<file path="config.mk">
export PLATFORM = sky130hd
export DESIGN_NAME = tracker_row_sequencer
export DESIGN_NICKNAME = d
export VERILOG_FILES = /design/src/rtl/tracker_seq_pkg.sv /design/src/rtl/tracker_tick_div.sv /design/src/rtl/tracker_row_sequencer.sv
export SDC_FILE = /design/constraint.sdc
export NUM_CORES = 1
export LEC_CHECK = 0
export ABC_AREA = 0
export CAP_MARGIN = 20
export CORE_ASPECT_RATIO = 0.9
export CORE_MARGIN = 8
export CORE_UTILIZATION = 61
export CTS_CLUSTER_DIAMETER = 80
export DETAILED_ROUTE_END_ITERATION = 8
export GPL_ROUTABILITY_DRIVEN = 0
export HOLD_SLACK_MARGIN = 0.1
export PLACE_DENSITY = 0.81
export SYNTH_ARGS = -nofsm -noshare
export SYNTH_HDL_FRONTEND = slang
export SYNTH_SLANG_ARGS = --single-unit
</file>
<file path="constraint.sdc">
create_clock -name clk -period 3.5 [get_ports clk]
set_input_delay 0.7 -clock clk [delete_from_list [all_inputs] [get_ports clk]]
set_output_delay 0.7 -clock clk [all_outputs]
set_load 0.02 [all_outputs]
</file>
<file path="src/rtl/tracker_seq_pkg.sv">
// Shared types for the tracker row sequencer: pattern commands, FSM states, field widths.
package tracker_seq_pkg;

  localparam int CMD_W = 2;

  typedef enum logic [1:0] {
    REST = 2'b00,
    NOTE = 2'b01,
    HOLD = 2'b10,
    END  = 2'b11
  } seq_cmd_e;

  typedef enum logic [1:0] {
    IDLE  = 2'b00,
    FETCH = 2'b01,
    PLAY  = 2'b10
  } seq_state_e;

endpackage

</file>
<file path="src/rtl/tracker_tick_div.sv">
// Tempo prescaler: counts 0..TICK_DIV-1 while enabled and flags the wrap cycle as a tick.
module tracker_tick_div
  import tracker_seq_pkg::*;
#(
  parameter int TICK_DIV = 100000
) (
  input  logic clk,
  input  logic rst_active_high,
  input  logic clr,
  input  logic en,
  output logic tick
);

  localparam int CNT_W = (TICK_DIV > 2) ? $clog2(TICK_DIV) : 1;
  localparam logic [CNT_W-1:0] LAST = CNT_W'(TICK_DIV - 1);

  logic [CNT_W-1:0] r_cnt;
  logic             w_wrap;

  assign w_wrap = (r_cnt == LAST);
  assign tick   = en && !clr && w_wrap;

  always_ff @(posedge clk) begin
    if (rst_active_high || clr) begin
      r_cnt <= '0;
    end else if (en) begin
      r_cnt <= w_wrap ? '0 : r_cnt + CNT_W'(1);
    end
  end

endmodule

</file>
<file path="src/rtl/tracker_row_sequencer.sv">
// Pattern-playback controller feeding one DDS sine voice with freq_word, gate and retrigger.
// Optional portamento (glide toward each new note) is built when TRACKER_SEQ_PORTA_EN is defined.
module tracker_row_sequencer
  import tracker_seq_pkg::*;
#(
  parameter int PHASE_WIDTH = 10,
  parameter int ROWS        = 16,
  parameter int TICK_DIV    = 100000,
  parameter int PORTA_STEP  = 4
) (
  input  logic                        clk,
  input  logic                        rst_active_high,
  input  logic                        start,
  input  logic                        stop,
  input  logic [3:0]                  speed,
  input  logic                        cfg_wr_en,
  input  logic [$clog2(ROWS)-1:0]     cfg_wr_addr,
  input  logic [PHASE_WIDTH+1:0]      cfg_wr_data,
  output logic                        cfg_wr_ready,
  output logic [PHASE_WIDTH-1:0]      freq_word,
  output logic                        gate,
  output logic                        dds_retrig,
  output logic [$clog2(ROWS)-1:0]     row_idx,
  output logic                        row_strobe,
  output logic                        playing
);

  localparam int ROW_W = $clog2(ROWS);
  localparam int ENT_W = PHASE_WIDTH + CMD_W;

  if (ROWS < 2 || (ROWS & (ROWS - 1)) != 0) begin : g_bad_rows
    $error("ROWS must be a power of 2 and at least 2");
  end
  if (TICK_DIV < 2) begin : g_bad_div
    $error("TICK_DIV must be at least 2");
  end
  if (PORTA_STEP < 1) begin : g_bad_step
    $error("PORTA_STEP must be at least 1");
  end

  logic [ENT_W-1:0]       r_pattern [ROWS];
  seq_state_e             r_state;
  logic [PHASE_WIDTH-1:0] r_freq;
  logic                   r_gate;
  logic                   r_retrig;
  logic                   r_strobe;
  logic [ROW_W-1:0]       r_row_idx;
  logic [3:0]             r_ticks;

  logic                   w_tick;
  logic                   w_wr_ok;
  logic                   w_pre_clr;
  logic                   w_pre_en;
  logic [ENT_W-1:0]       w_entry;
  seq_cmd_e               w_cmd;
  logic [PHASE_WIDTH-1:0] w_value;
  logic [3:0]             w_speed;

`ifdef TRACKER_SEQ_PORTA_EN
  localparam logic [PHASE_WIDTH-1:0] STEP = PHASE_WIDTH'(PORTA_STEP);
  logic [PHASE_WIDTH-1:0] r_target;
`endif

  assign w_wr_ok   = cfg_wr_en && (r_state == IDLE);
  assign w_entry   = r_pattern[r_row_idx];
  assign w_cmd     = seq_cmd_e'(w_entry[ENT_W-1 -: CMD_W]);
  assign w_value   = w_entry[PHASE_WIDTH-1:0];
  assign w_speed   = (speed == 4'd0) ? 4'd1 : speed;
  // Prescaler restarts from zero at every row so each row gets whole ticks.
  assign w_pre_clr = (r_state != PLAY) || start || stop;
  assign w_pre_en  = (r_state == PLAY);

  tracker_tick_div #(
    .TICK_DIV(TICK_DIV)
  ) u_tick_div (
    .clk            (clk),
    .rst_active_high(rst_active_high),
    .clr            (w_pre_clr),
    .en             (w_pre_en),
    .tick           (w_tick)
  );

  always_ff @(posedge clk) begin
    if (rst_active_high) begin
      for (int i = 0; i < ROWS; i++) r_pattern[i] <= '0;
    end else if (w_wr_ok) begin
      r_pattern[cfg_wr_addr] <= cfg_wr_data;
    end
  end

  always_ff @(posedge clk) begin
    if (rst_active_high) begin
      r_state   <= IDLE;
      r_freq    <= '0;
      r_gate    <= 1'b0;
      r_retrig  <= 1'b0;
      r_strobe  <= 1'b0;
      r_row_idx <= '0;
      r_ticks   <= '0;
`ifdef TRACKER_SEQ_PORTA_EN
      r_target  <= '0;
`endif
    end else begin
      r_retrig <= 1'b0;
      r_strobe <= 1'b0;
      if (stop) begin
        r_state   <= IDLE;
        r_gate    <= 1'b0;
        r_row_idx <= '0;
      end else if (start) begin
        r_state   <= FETCH;
        r_row_idx <= '0;
      end else begin
        case (r_state)
          FETCH: begin
            if (w_cmd == END) begin
              // END on row 0 means nothing playable: give up rather than spin.
              if (r_row_idx != '0) begin
                r_row_idx <= '0;
              end else begin
                r_gate  <= 1'b0;
                r_state <= IDLE;
              end
            end else begin
              r_strobe <= 1'b1;
              r_ticks  <= w_speed;
              r_state  <= PLAY;
              case (w_cmd)
                NOTE: begin
`ifdef TRACKER_SEQ_PORTA_EN
                  r_target <= w_value;
                  if (!r_gate) begin
                    r_freq   <= w_value;
                    r_retrig <= 1'b1;
                  end
`else
                  r_freq   <= w_value;
                  r_retrig <= 1'b1;
`endif
                  r_gate <= 1'b1;
                end
                REST:    r_gate <= 1'b0;
                default: ;
              endcase
            end
          end
          PLAY: begin
            if (w_tick) begin
              r_ticks <= r_ticks - 4'd1;
              if (r_ticks == 4'd1) begin
                r_row_idx <= r_row_idx + ROW_W'(1);
                r_state   <= FETCH;
              end
`ifdef TRACKER_SEQ_PORTA_EN
              if (r_freq < r_target) begin
                r_freq <= (r_target - r_freq > STEP) ? r_freq + STEP : r_target;
              end else if (r_freq > r_target) begin
                r_freq <= (r_freq - r_target > STEP) ? r_freq - STEP : r_target;
              end
`endif
            end
          end
          IDLE:    ;
          default: r_state <= IDLE;
        endcase
      end
    end
  end

  assign cfg_wr_ready = (r_state == IDLE);
  assign playing      = (r_state != IDLE);
  assign freq_word    = r_freq;
  assign gate         = r_gate;
  assign dds_retrig   = r_retrig;
  assign row_idx      = r_row_idx;
  assign row_strobe   = r_strobe;

endmodule

</file>
Word level (Yosys, flattened, before mapping)
Memory sizes are Yosys's and may differ from the RTL's. A register that Yosys moved wholly into a read port is not among the register bits. Cells that the tools add are included.

Memories: 1. Logic and storage cells: 92. Bits in writable memories: 192. Output and inout port bits: 19. Latch bits: 0. ROM bits: 0. Register bits: 40.

Magnitude comparators: 0. Muxes and demuxes: 31. Multipliers: 0. Reduce and logical (&&, ||, !) cells: 25. Div/mod/pow operators: 0. Equality and inequality tests: 18. $add $sub $neg: 3. Shifts and indexed selects: 0. Bitwise logic cells: 5.

Memory list: r_pattern (words 16, bits a word 12, read ports 1, clocked after memory_dff 1, wr ports 16, RTL line tracker_row_sequencer.sv:41) `logic [ENT_W-1:0] r_pattern [ROWS];`.

Operator list (count): $mux 4 (10); $add 17x1->17 const B (1); $eq 17x17->1 const B (1); $mux 17 (1); $ne 2x2->1 const B (8); $pmux 4 s2 (2); $reduce_and 5->1 (3); $mux 12 (1); $reduce_and 4->1 (3); $reduce_or 12->1 (1); $mux 1 (11); $ne 3x3->1 const B (3); $mux 2 (4); $pmux 2 s3 (1); $not 1->1 (5); $reduce_or 5->1 (1); $add 4x1->4 const B (1); $eq 2x1->1 const B (2); $eq 2x2->1 const B (2); $eq 4x1->1 const B (1); $logic_not 2->1 (2); $logic_not 4->1 (1); $ne 4x4->1 const B (1); $reduce_bool 2->1 (2); 10 further kinds (14).

Logic depth before layout (Yosys ltp)
Gate-level depths: netlist (run 1).

Depth in word-level cells: 10. Mapped depth: 10.

By module
Synthesis (run 1) repeated with hierarchy kept, for this count alone.

Cells, all modules: 793. Area, all modules: 10935.5 um^2.

By module, submodules not included: tracker_row_sequencer (instances 1, cells each 699, area each 10122.2 um^2); tracker_tick_div (instances 1, cells each 94, area each 813.3 um^2).

Worst setup path after synthesis (run 1)
OpenSTA, ideal clock, no wires.

Path type: reg2reg. Start: reg (tool-made name). End: reg r_freq[0] (netlist: freq_word[0]). Data required time: 3.420 ns. Path buffers: 1. Library setup time: 0.080 ns. Cell stages (with the launch flop): 10. Arrival time: 2.996 ns. Period minus slack after synthesis: 3.076 ns. Path slack: 0.424 ns. Cells stage by stage: dfxtp_1 > buf_2 > mux4_2 > mux4_2 > ha_1 > nor2b_1 > nand3_1 > nor3_1 > a22oi_1 > o211ai_1.

RTL lines: end signal, assigned (RTL line tracker_row_sequencer.sv:137) `r_freq <= w_value;`; end, declared (RTL line tracker_row_sequencer.sv:43) `logic [PHASE_WIDTH-1:0] r_freq;`.

==> impl_results.md, run 1 <==
* Post-route setup TNS at 0 ps
* Critical path's slowest cell: dfxtp_1
* Lkg Pwr at 4.453 nW
* Setup Buffers After CTS at 0
* Worst EP arrival at 3630 ps
* DRT iter0 DRCs at 744
* Die ar. at 0.02216 mm²
* Synthesis-to-layout area growth at 14.59%
* I/O Buffers at 43
* Fin Clk Skew at 12.78 ps
* # diodes at 0
* Post-synth top flop: edfxtp_1
* Synth Area per Inst at 13.80 µm²
* Psw at 1.224 mW
* Number of buffers and inverters on the critical path at 0
* Post-place setup slack at 340.9 ps
* Later-pin clock latency in the skew report at 520 ps
* Drt total wl at 25.88 mm
* DRC errors left at 0
* Vias at 6774
* Power Internal at 4.773 mW
* CTS sink cnt at 236
* Unrepaired setup endpoints after global routing: no
* Post-Synthesis Cells at 780
* Post-CTS Resized at 0
* Final Setup Violations at 0
* YS warnings at 0
* Share of the synthesized area in the top cell type at 53.56%
* Number of max-slew violations in the final report at 0
* Routed len/inst at 23.85 µm
* Outcome: complete, no violations
* Worst setup EP type: flop
* Die Wd at 156.0 µm
* Tmin final at 3192 ps
* Clock Power Share at 44.2%
* R2R depth at 8
* Post-route setup slack at 307.7 ps
* Main area contributors after synthesis: edfxtp_1 (54%), and2_1 (11%), mux4_2 (10%)
* Least-Margin Pin Slew at 671.6 ps
* IO Pins at 44
* Fin crit share at 91.21%
* Root Buffer: clkbuf_16
* Clock-pin slew on the worst setup and hold paths at 60 ps
* Seq cells post-synth at 236
* Comb pwr share at 3.8%
* Share of layout cells above drive strength 1 at 16.92%
* Clk buf depth at 3
* Critical Path Start Type: flop
* R2R setup slack at 310 ps
* Sw frac at 20.41%
* CTS buffer count at 24
* Pin count of the biggest net entering global routing at 35
* Final HPWL DP at 17.15 mm
* Crit path max-delay family: simple AND/OR/NAND/NOR gates
* Crit path required time at 3930 ps
* Gr usage total at 23.87%
* Relative slew margins at 55.09%
* CP cell instances: mux4_2 -> mux4_2 -> ha_1 -> nor2b_1 -> nand3_1 -> or4_1 -> nand2b_1 -> o211ai_1
* Layout net count at 863
* Post-synth EDFFs at 192
* Pre-Repair DR Iteration Count at 5
* Global-route wire length before repair at 39.87 mm
* # H-tree levels at 1
* CP Max Fanout at 13
* Worst hold path class: reg2reg
* Cell Rows at 46
* Dominant cell type by area after synthesis: edfxtp_1
* Initial antenna violation count at 0
* CP most frequent cell: mux4_2
* Vias in the first global route at 6932
* Reg power frac at 52.0%
* Cts hold-fix bufs at 0
* Die height at 142.0 µm
* Vias/cell at 6.243
* Max Clk Rate at 313.3 MHz
* Sequential-to-total area share from yosys stat at 61.75%
* Max VDD drop at 0.3479 mV
* Synthesized cell area at 0.01076 mm²
* Number of max-cap violations at 0
* Max incr delay on CP at 670 ps
* Starting Density at 61.72%
* Yosys cell types at 55
* Hold depth at 1
* Post-synthesis async set-or-reset flop share at 0%
* Final Hold Fails at 0
* Crit path kind: reg2reg
* Post-route ant nets at 0
* Net count after synthesis at 816
* Worst path depth at 8
* CTS tree: yes
* Pwr per Cell Area at 486.2 mW/mm²
* GRT overflow at 0
* Core area at 0.01744 mm²
==> layer usage <==
metal	global-route usage [%]	up-vias	share of wire [%]
met5	0	-	0
met4	6.582	0	2.7
met3	4.311	60	8.7
met2	39.84	363	49
met1	31.68	3404	40
li1	-	2947	-
==> final cells by class <==
| cell class | count | area [µm²] |
|---|---|---|
| flip-flops and latches | 236 | 6651 |
| fillers | 1162 | 5105 |
| multi-input cells | 479 | 3862 |
| clock buffers | 34 | 730.7 |
| repair buffers | 70 | 630.6 |
| well taps | 240 | 300.3 |
| clock inverters | 10 | 98.84 |
| inverters | 16 | 60.06 |
==> layout by cell type, fill, tap and decap left out, drive strengths merged, types with 7 or more instances in the layout <==
cell type	synthesis	routed
a21oi	10	10
a22oi	22	22
and2	193	193
buf	8	27
clkbuf	41	34
clkdlybuf4s50	0	43
clkinv	0	7
dfxtp	44	44
edfxtp	192	192
ha	11	11
inv	16	16
mux4	50	50
nand2	15	15
nand2b	13	13
nand3	10	10
nor2	39	39
nor3	13	13
o211ai	10	10
o21ai	10	10
or2	17	17
xor2	10	10
==> sequential cells by signal, summed over array words and instances, names as in the netlist, named ones only <==
signal and flops:
row_idx 4, r_state 2, freq_word 10, r_pattern 192, dds_retrig 1, gate 1, row_strobe 1, u_tick_div.r_cnt 17
r_ticks 4
==> power by group through the flow <==
stage               registers [mW]  clock network, mW  logic [mW]
floorplan                     3.17                  0       0.120
global placement              3.17                  0       0.219
detailed placement            3.18                  0       0.228
CTS                           3.12               2.67       0.229
global route                  3.12               2.79       0.243
finish                        3.12               2.65       0.231
==> worst register-to-register path: stages (launching register included) <==
cell      delay (ps)
dfxtp_1          670
mux4_2           400
mux4_2           520
ha_1             290
nor2b_1          190
nand3_1          150
or4_1            580
nand2b_1         210
o211ai_1         100
==> through the flow <==
step	hold WS, ps	power (mW)	instances	area (µm²)	utilization (%)
final	451.3	5.997	1085	12330	70.73
after global routing	473.1	6.151	1085	12330	70.73
after CTS	448.3	6.017	1084	12330	70.70
after detailed placement	439.1	3.405	1040	11500	65.94
after global placement	429.3	3.390	1040	11500	65.94
after floorplan	417.5	3.287	780	10760	-
==> cells in the mapped netlist, drive strengths merged (2+ instances only) <==
| cell type | n |
|---|---|
| a211oi | 4 |
| a21boi | 4 |
| a21oi | 10 |
| a22oi | 22 |
| and2 | 193 |
| and3 | 3 |
| and4 | 2 |
| buf | 8 |
| clkbuf | 41 |
| dfxtp | 44 |
| edfxtp | 192 |
| ha | 11 |
| inv | 16 |
| mux2i | 3 |
| mux4 | 50 |
| nand2 | 15 |
| nand2b | 13 |
| nand3 | 10 |
| nand4 | 6 |
| nand4b | 2 |
| nor2 | 39 |
| nor2b | 2 |
| nor3 | 13 |
| nor4 | 4 |
| o211ai | 10 |
| o21ai | 10 |
| o22ai | 2 |
| o31ai | 2 |
| or2 | 17 |
| or3 | 4 |
| or4 | 4 |
| xnor2 | 3 |
| xor2 | 10 |
==> cells by family (layout without fill, tap and decap cells) <==
| logic type | Yosys count | count (layout) | synth area share (%) |
|---|---|---|---|
| AO/OA/AOI/OAI | 69 | 69 | 4.394 |
| XOR/XNOR | 13 | 13 | 1.058 |
| adder cells (fa/ha/maj) | 11 | 11 | 1.279 |
| buffers and inverters | 65 | 130 | 2.371 |
| flip-flops | 236 | 236 | 61.75 |
| multiplexers | 53 | 53 | 10.74 |
| AND/OR/NAND/NOR | 333 | 333 | 18.41 |
==> final timing paths <==
| kind | startpoint | to |
|---|---|---|
| worst max-delay path | flop | freq_word[8] |
| worst min-delay path | u_tick_div.r_cnt[0] | u_tick_div.r_cnt[0] |
| worst min register to register | u_tick_div.r_cnt[0] | u_tick_div.r_cnt[0] |
| worst max register to register | flop | freq_word[8] |
Power figures use the tool's default switching activity.
==> run 2: changes to the inputs <==
==> constraint.sdc (replaced) <==
create_clock -name clk -period 3.5 [get_ports clk]
set_input_delay 0.875 -clock clk [delete_from_list [all_inputs] [get_ports clk]]
set_output_delay 0.875 -clock clk [all_outputs]
set_load 0.02 [all_outputs]
==> run 2 against run 1 <==
Global-route usage shrank 1.0 points. Non-clock buffer count shrank 1. Critical path depth is the same. Routed wire length shrank 3.9%.
==> impl_results.md, run 2 (synthesized netlist as in run 1, its figures left out) <==
* Outcome: complete, no violations (unchanged)
* Vias at 6696 (was 6774)
* Later-pin clock latency in the skew report at 510 ps (was 520 ps)
* Fin Clk Skew at 8.446 ps (was 12.78 ps)
* Vias in the first global route at 6913 (was 6932)
* Initial antenna violation count at 0 (unchanged)
* Routed len/inst at 22.95 µm (was 23.85 µm)
* Starting Density at 61.72% (unchanged)
* Fin crit share at 92.70% (was 91.21%)
* Die height at 142.0 µm (unchanged)
* Number of max-cap violations at 0 (unchanged)
* Vias/cell at 6.177 (was 6.243)
* DRC errors left at 0 (unchanged)
* Clock-pin slew on the worst setup and hold paths at 60 ps (about the same)
* Number of max-slew violations in the final report at 0 (unchanged)
* Unrepaired setup endpoints after global routing: no (unchanged)
* Final Hold Fails at 0 (unchanged)
* Max reg flops at 192 (unchanged)
* Critical Path Start Type: flop (unchanged)
* Worst setup EP type: flop (unchanged)
* Layout net count at 862 (was 863)
* Crit path kind: reg2reg (unchanged)
* Worst hold path class: reg2reg (unchanged)
* Finished Core Util at 70.41% (was 70.73%)
* Tmin final at 3245 ps (was 3192 ps)
* Design Area, Final at 0.01228 mm² (was 0.01233 mm²)
* IO Pins at 44 (unchanged)
* Cell Rows at 46 (unchanged)
* Die ar. at 0.02216 mm² (unchanged)
* Post-route setup TNS at 0 ps (unchanged)
* Max Clk Rate at 308.2 MHz (was 313.3 MHz)
* Post-route ant nets at 0 (unchanged)
* DRT iter0 DRCs at 667 (was 744)
* Most common cell after layout, fill and taps aside: and2_1 (unchanged)
* Least-Margin Pin Slew at 723.3 ps (was 671.6 ps)
* Core area at 0.01744 mm² (unchanged)
* Area of placed instances at 0.01149 mm² (was 0.01150 mm²)
* Cts hold-fix bufs at 0 (unchanged)
* CP most frequent cell: mux4_2 (unchanged)
* CTS sink cnt at 236 (unchanged)
* Worst EP arrival at 3670 ps (was 3630 ps)
* Final Setup Violations at 0 (unchanged)
* Max VDD drop at 0.3660 mV (was 0.3479 mV)
* # diodes at 0 (unchanged)
* I/O Buffers at 43 (unchanged)
* Root Buffer: clkbuf_16 (unchanged)
* Max incr delay on CP at 630 ps (was 670 ps)
* Crit path required time at 3920 ps (was 3930 ps)
* Pwr per Cell Area at 477.6 mW/mm² (was 486.2 mW/mm²)
* CTS buffer count at 24 (unchanged)
* Pin count of the biggest net entering global routing at 34 (was 35)
* Share of layout cells above drive strength 1 at 16.11% (was 16.92%)
* Die Wd at 156.0 µm (unchanged)
* Top reg by flops: r_pattern (unchanged)
* Clk buf depth at 3 (unchanged)
* Global-route wire length before repair at 38.70 mm (was 39.87 mm)
* CP cell instances: mux4_2 -> mux4_2 -> ha_1 -> nor2b_1 -> nand3_1 -> or4_1 -> nand2b_1 -> o211ai_1 (unchanged)
* Synthesis-to-layout area growth at 14.08% (was 14.59%)
* CTS tree: yes (unchanged)
* Setup Buffers After CTS at 0 (unchanged)
* CP Max Fanout at 13 (unchanged)
* Commonest non-fill, non-tap cells in the layout: and2_1 (193), edfxtp_1 (192), mux4_2 (50) (unchanged)
* Layout fillers at 1181 (was 1162)
* Lkg Pwr at 4.418 nW (was 4.453 nW)
* Post-CTS Resized at 0 (unchanged)
* Critical path's slowest cell: dfxtp_1 (unchanged)
* GRT overflow at 0 (unchanged)
* Pre-Repair DR Iteration Count at 5 (unchanged)
* Gr usage total at 22.84% (was 23.87%)
* Final HPWL DP at 16.89 mm (was 17.15 mm)
* Relative slew margins at 51.63% (was 55.09%)
* Drt total wl at 24.88 mm (was 25.88 mm)
* # H-tree levels at 1 (unchanged)
-- run 2: metal layers --
metal  GRT usage, %  share of wire [%]  vias to the layer above
li1               -                  -                     2948
met3          5.495                8.9                       58
met2          37.41                 48                      308
met4          8.112                2.9                        0
met5              0                  0                        -
met1          29.30                 40                     3382
-- run 2: layout make-up --
cell class	instances	area [µm²]	share of cell area, %
flip-flops and latches	236	6651	54.17
inverters	16	60.06	0.4891
multi-input cells	479	3862	31.45
well taps	240	300.3	2.445
clock inverters	4	48.80	0.3974
repair buffers	69	623.1	5.074
clock buffers	40	733.2	5.971
-- run 2: path summary, 6_finish.rpt --
check / start / endpoint / slack (ps) / cells after the start
max: flop / freq_word[3] / 260 / 8
min: u_tick_div.r_cnt[0] / u_tick_div.r_cnt[0] / 450 / 1
max reg2reg: flop / freq_word[3] / 260 / 8
min reg2reg: u_tick_div.r_cnt[0] / u_tick_div.r_cnt[0] / 450 / 1
-- run 2: critical path: cells and delay by family, from the launching register on --
| kind | cells | cell delay (ps) |
|---|---|---|
| adder cells (fa/ha/maj) | 1 | 290 |
| multiplexers | 2 | 900 |
| flip-flops | 1 | 630 |
| AO/OA/AOI/OAI | 1 | 100 |
| AND/OR/NAND/NOR | 4 | 1230 |
-- run 2: power by group --
| part | switching [mW] | total [mW] | internal [mW] |
|---|---|---|---|
| combinational | 0.145 | 0.224 | 0.0788 |
| clock | 1.02 | 2.52 | 1.50 |
| sequential | 0.0231 | 3.12 | 3.10 |
| total | 1.19 | 5.87 | 4.68 |
-- run 2: stage by stage --
stage	hold WS [ps]	setup slack [ps]	power [mW]	instances
2_1_floorplan	417.5	424.1	3.287	780
4_1_cts	448.7	273.1	5.884	1083
3_5_place_dp	435.2	301.5	3.400	1039
3_3_place_gp	426.9	501.3	3.388	1039
5_1_grt	486.4	94.31	5.994	1084
6_report	446.1	255.4	5.865	1084
==> run 3: changes to the inputs <==
--- a/config.mk
+++ b/config.mk
@@ -15,6 +15,7 @@
 export GPL_ROUTABILITY_DRIVEN = 0
 export HOLD_SLACK_MARGIN = 0.1
 export PLACE_DENSITY = 0.81
+export SETUP_SLACK_MARGIN = 0.4
 export SYNTH_ARGS = -nofsm -noshare
 export SYNTH_HDL_FRONTEND = slang
 export SYNTH_SLANG_ARGS = --single-unit
==> run 3 against run 2 <==
Design area is 0.60% higher. First-iteration DRC count fell by 9.3%. Fmax increased by 8.4%.
==> impl_results.md, run 3 (synthesized netlist as in run 1, its figures left out) <==
* Post-route ant nets at 0 (unchanged)
* Worst setup EP type: flop (unchanged)
* CP Max Fanout at 9 (was 13)
* Number of max-cap violations at 0 (unchanged)
* Max incr delay on CP at 530 ps (was 630 ps)
* CTS buffer count at 24 (unchanged)
* Most common cell after layout, fill and taps aside: and2_1 (unchanged)
* Met2 global-route usage at 37.46% (was 37.41%)
* Die Wd at 156.0 µm (unchanged)
* Global-route wire length before repair at 38.73 mm (was 38.70 mm)
* Finished Core Util at 70.84% (was 70.41%)
* Die height at 142.0 µm (unchanged)
* Cell Rows at 46 (unchanged)
* Drt total wl at 25.00 mm (was 24.88 mm)
* Final Setup Violations at 0 (unchanged)
* Share of layout cells above drive strength 1 at 17.36% (was 16.11%)
* R2R depth at 9 (was 8)
* Max reg flops at 192 (unchanged)
* R2R Path End: freq_word[3] (unchanged)
* DRC errors left at 0 (unchanged)
* Pre-Repair DR Iteration Count at 5 (unchanged)
* Worst hold path class: reg2reg (unchanged)
* Final Hold Fails at 0 (unchanged)
* CTS sink cnt at 236 (unchanged)
* Layout net count at 865 (was 862)
* GRT overflow at 0 (unchanged)
* Critical Path Start Type: flop (unchanged)
* Vias in the first global route at 6915 (was 6913)
* Commonest non-fill, non-tap cells in the layout: and2_1 (193), edfxtp_1 (192), mux4_2 (50) (unchanged)
* R2R setup slack at 510 ps (was 260 ps)
* Routed len/inst at 23.00 µm (was 22.95 µm)
* Worst setup path endpoint: freq_word[3] (unchanged)
* CP cell instances: clkbuf_4 -> mux4_2 -> mux4_2 -> ha_4 -> nor2b_4 -> nand3_2 -> or4_4 -> nand2b_1 -> o211ai_1 (was mux4_2 -> mux4_2 -> ha_1 -> nor2b_1 -> nand3_1 -> or4_1 -> nand2b_1 -> o211ai_1)
* Initial antenna violation count at 0 (unchanged)
* Met3 usage at 5.495% (unchanged)
* Core area at 0.01744 mm² (unchanged)
* Die ar. at 0.02216 mm² (unchanged)
* Unrepaired setup endpoints after global routing: no (unchanged)
* Post-route setup TNS at 0 ps (unchanged)
* DRT iter0 DRCs at 605 (was 667)
* Starting Density at 61.72% (unchanged)
* Final HPWL DP at 16.89 mm (unchanged)
* Relative slew margins at 51.83% (was 51.63%)
* Clk buf depth at 3 (unchanged)
* Crit path kind: reg2reg (unchanged)
* Pwr per Cell Area at 475.2 mW/mm² (was 477.6 mW/mm²)
* Busiest grt layer: met2 (unchanged)
* IO Pins at 44 (unchanged)
* Fin Clk Skew at 8.110 ps (was 8.446 ps)
* Root Buffer: clkbuf_16 (unchanged)
* Least-Margin Pin Slew at 720.3 ps (was 723.3 ps)
* Worst path depth at 9 (was 8)
* CP most frequent cell: mux4_2 (unchanged)
* Top reg by flops: r_pattern (unchanged)
* # diodes at 0 (unchanged)
* Pwr Total at 5.870 mW (was 5.865 mW)
* Lkg Pwr at 4.439 nW (was 4.418 nW)
* Synthesis-to-layout area growth at 14.76% (was 14.08%)
* Number of buffers and inverters on the critical path at 1 (was 0)
* Fin crit share at 85.49% (was 92.70%)
* Max VDD drop at 0.3660 mV (about the same)
* Max Clk Rate at 334.2 MHz (was 308.2 MHz)
* Number of max-slew violations in the final report at 0 (unchanged)
* Worst EP arrival at 3410 ps (was 3670 ps)
* Pin count of the biggest net entering global routing at 34 (unchanged)
* I/O Buffers at 43 (unchanged)
* Later-pin clock latency in the skew report at 510 ps (about the same)
* Clock-pin slew on the worst setup and hold paths at 60 ps (about the same)
* CTS tree: yes (unchanged)
* Outcome: complete, no violations (unchanged)
* Crit path required time at 3920 ps (about the same)
* Vias/cell at 6.223 (was 6.177)
* Tmin final at 2992 ps (was 3245 ps)
* Crit path max-delay family: multiplexers (was simple AND/OR/NAND/NOR gates)
* Cts hold-fix bufs at 0 (unchanged)
* Met1 Track Usage GR at 29.32% (was 29.30%)
* Critical path's slowest cell: mux4_2 (was dfxtp_1)
* # H-tree levels at 1 (unchanged)
* Gr usage total at 22.86% (was 22.84%)
* Vias at 6764 (was 6696)
[run 3: worst min-delay path by stage]
stage               slack [ps]  cells after the start                   to           startpoint
floorplan                  420                      1  u_tick_div.r_cnt[0]  u_tick_div.r_cnt[0]
CTS                        450                      1  u_tick_div.r_cnt[0]  u_tick_div.r_cnt[0]
global route               490                      1  u_tick_div.r_cnt[0]  u_tick_div.r_cnt[0]
finish                     450                      1  u_tick_div.r_cnt[0]  u_tick_div.r_cnt[0]
detailed placement         440                      1  u_tick_div.r_cnt[0]  u_tick_div.r_cnt[0]
global placement           430                      1  u_tick_div.r_cnt[0]  u_tick_div.r_cnt[0]
[run 3: per-stage QoR]
stage / setup slack [ps] / hold WS [ps] / area [µm²] / instances
after global placement: 501.3 / 426.9 / 11490 / 1039
after floorplan: 424.1 / 417.5 / 10760 / 780
after CTS: 407.6 / 448.7 / 12280 / 1083
after detailed placement: 301.5 / 435.2 / 11490 / 1039
final: 507.7 / 446.0 / 12350 / 1087
after global routing: 397.5 / 486.4 / 12350 / 1087
[run 3: layout make-up]
cell class	count	area (µm²)
sequential	236	6653
fill	1165	5086
multi-input combinational	479	3911
clock buffer	40	733.2
timing repair buffer	72	646.9
tap	240	300.3
inverter	16	60.06
clock inverter	4	48.80
[run 3: worst register-to-register path, delay by kind of cell, from the launching register on]
kind / cells / cell delay [ps]
muxes: 2 / 1030
and+or+nand+nor: 4 / 960
DFF: 1 / 400
adders and majority gates: 1 / 220
buffers and inverters: 1 / 200
AOI/OAI and AO/OA: 1 / 100
[run 3: what timing repair did]
item,CTS,global route
gates resized for setup,3,11
gates cloned,0,1
setup buffers,0,2
endpoints found under the setup margin,10,12
[run 3: where the power goes]
part           switching (mW)  internal, mW
Clock                    1.02          1.50
Combinational           0.148        0.0804
Sequential             0.0228          3.10
[run 3: layer usage]
| layer | part of all wire (%) | vias to the layer above |
|---|---|---|
| li1 | - | 2966 |
| met1 | 39 | 3396 |
| met2 | 48 | 346 |
| met3 | 9.7 | 56 |
| met4 | 3.1 | 0 |
| met5 | 0 | - |
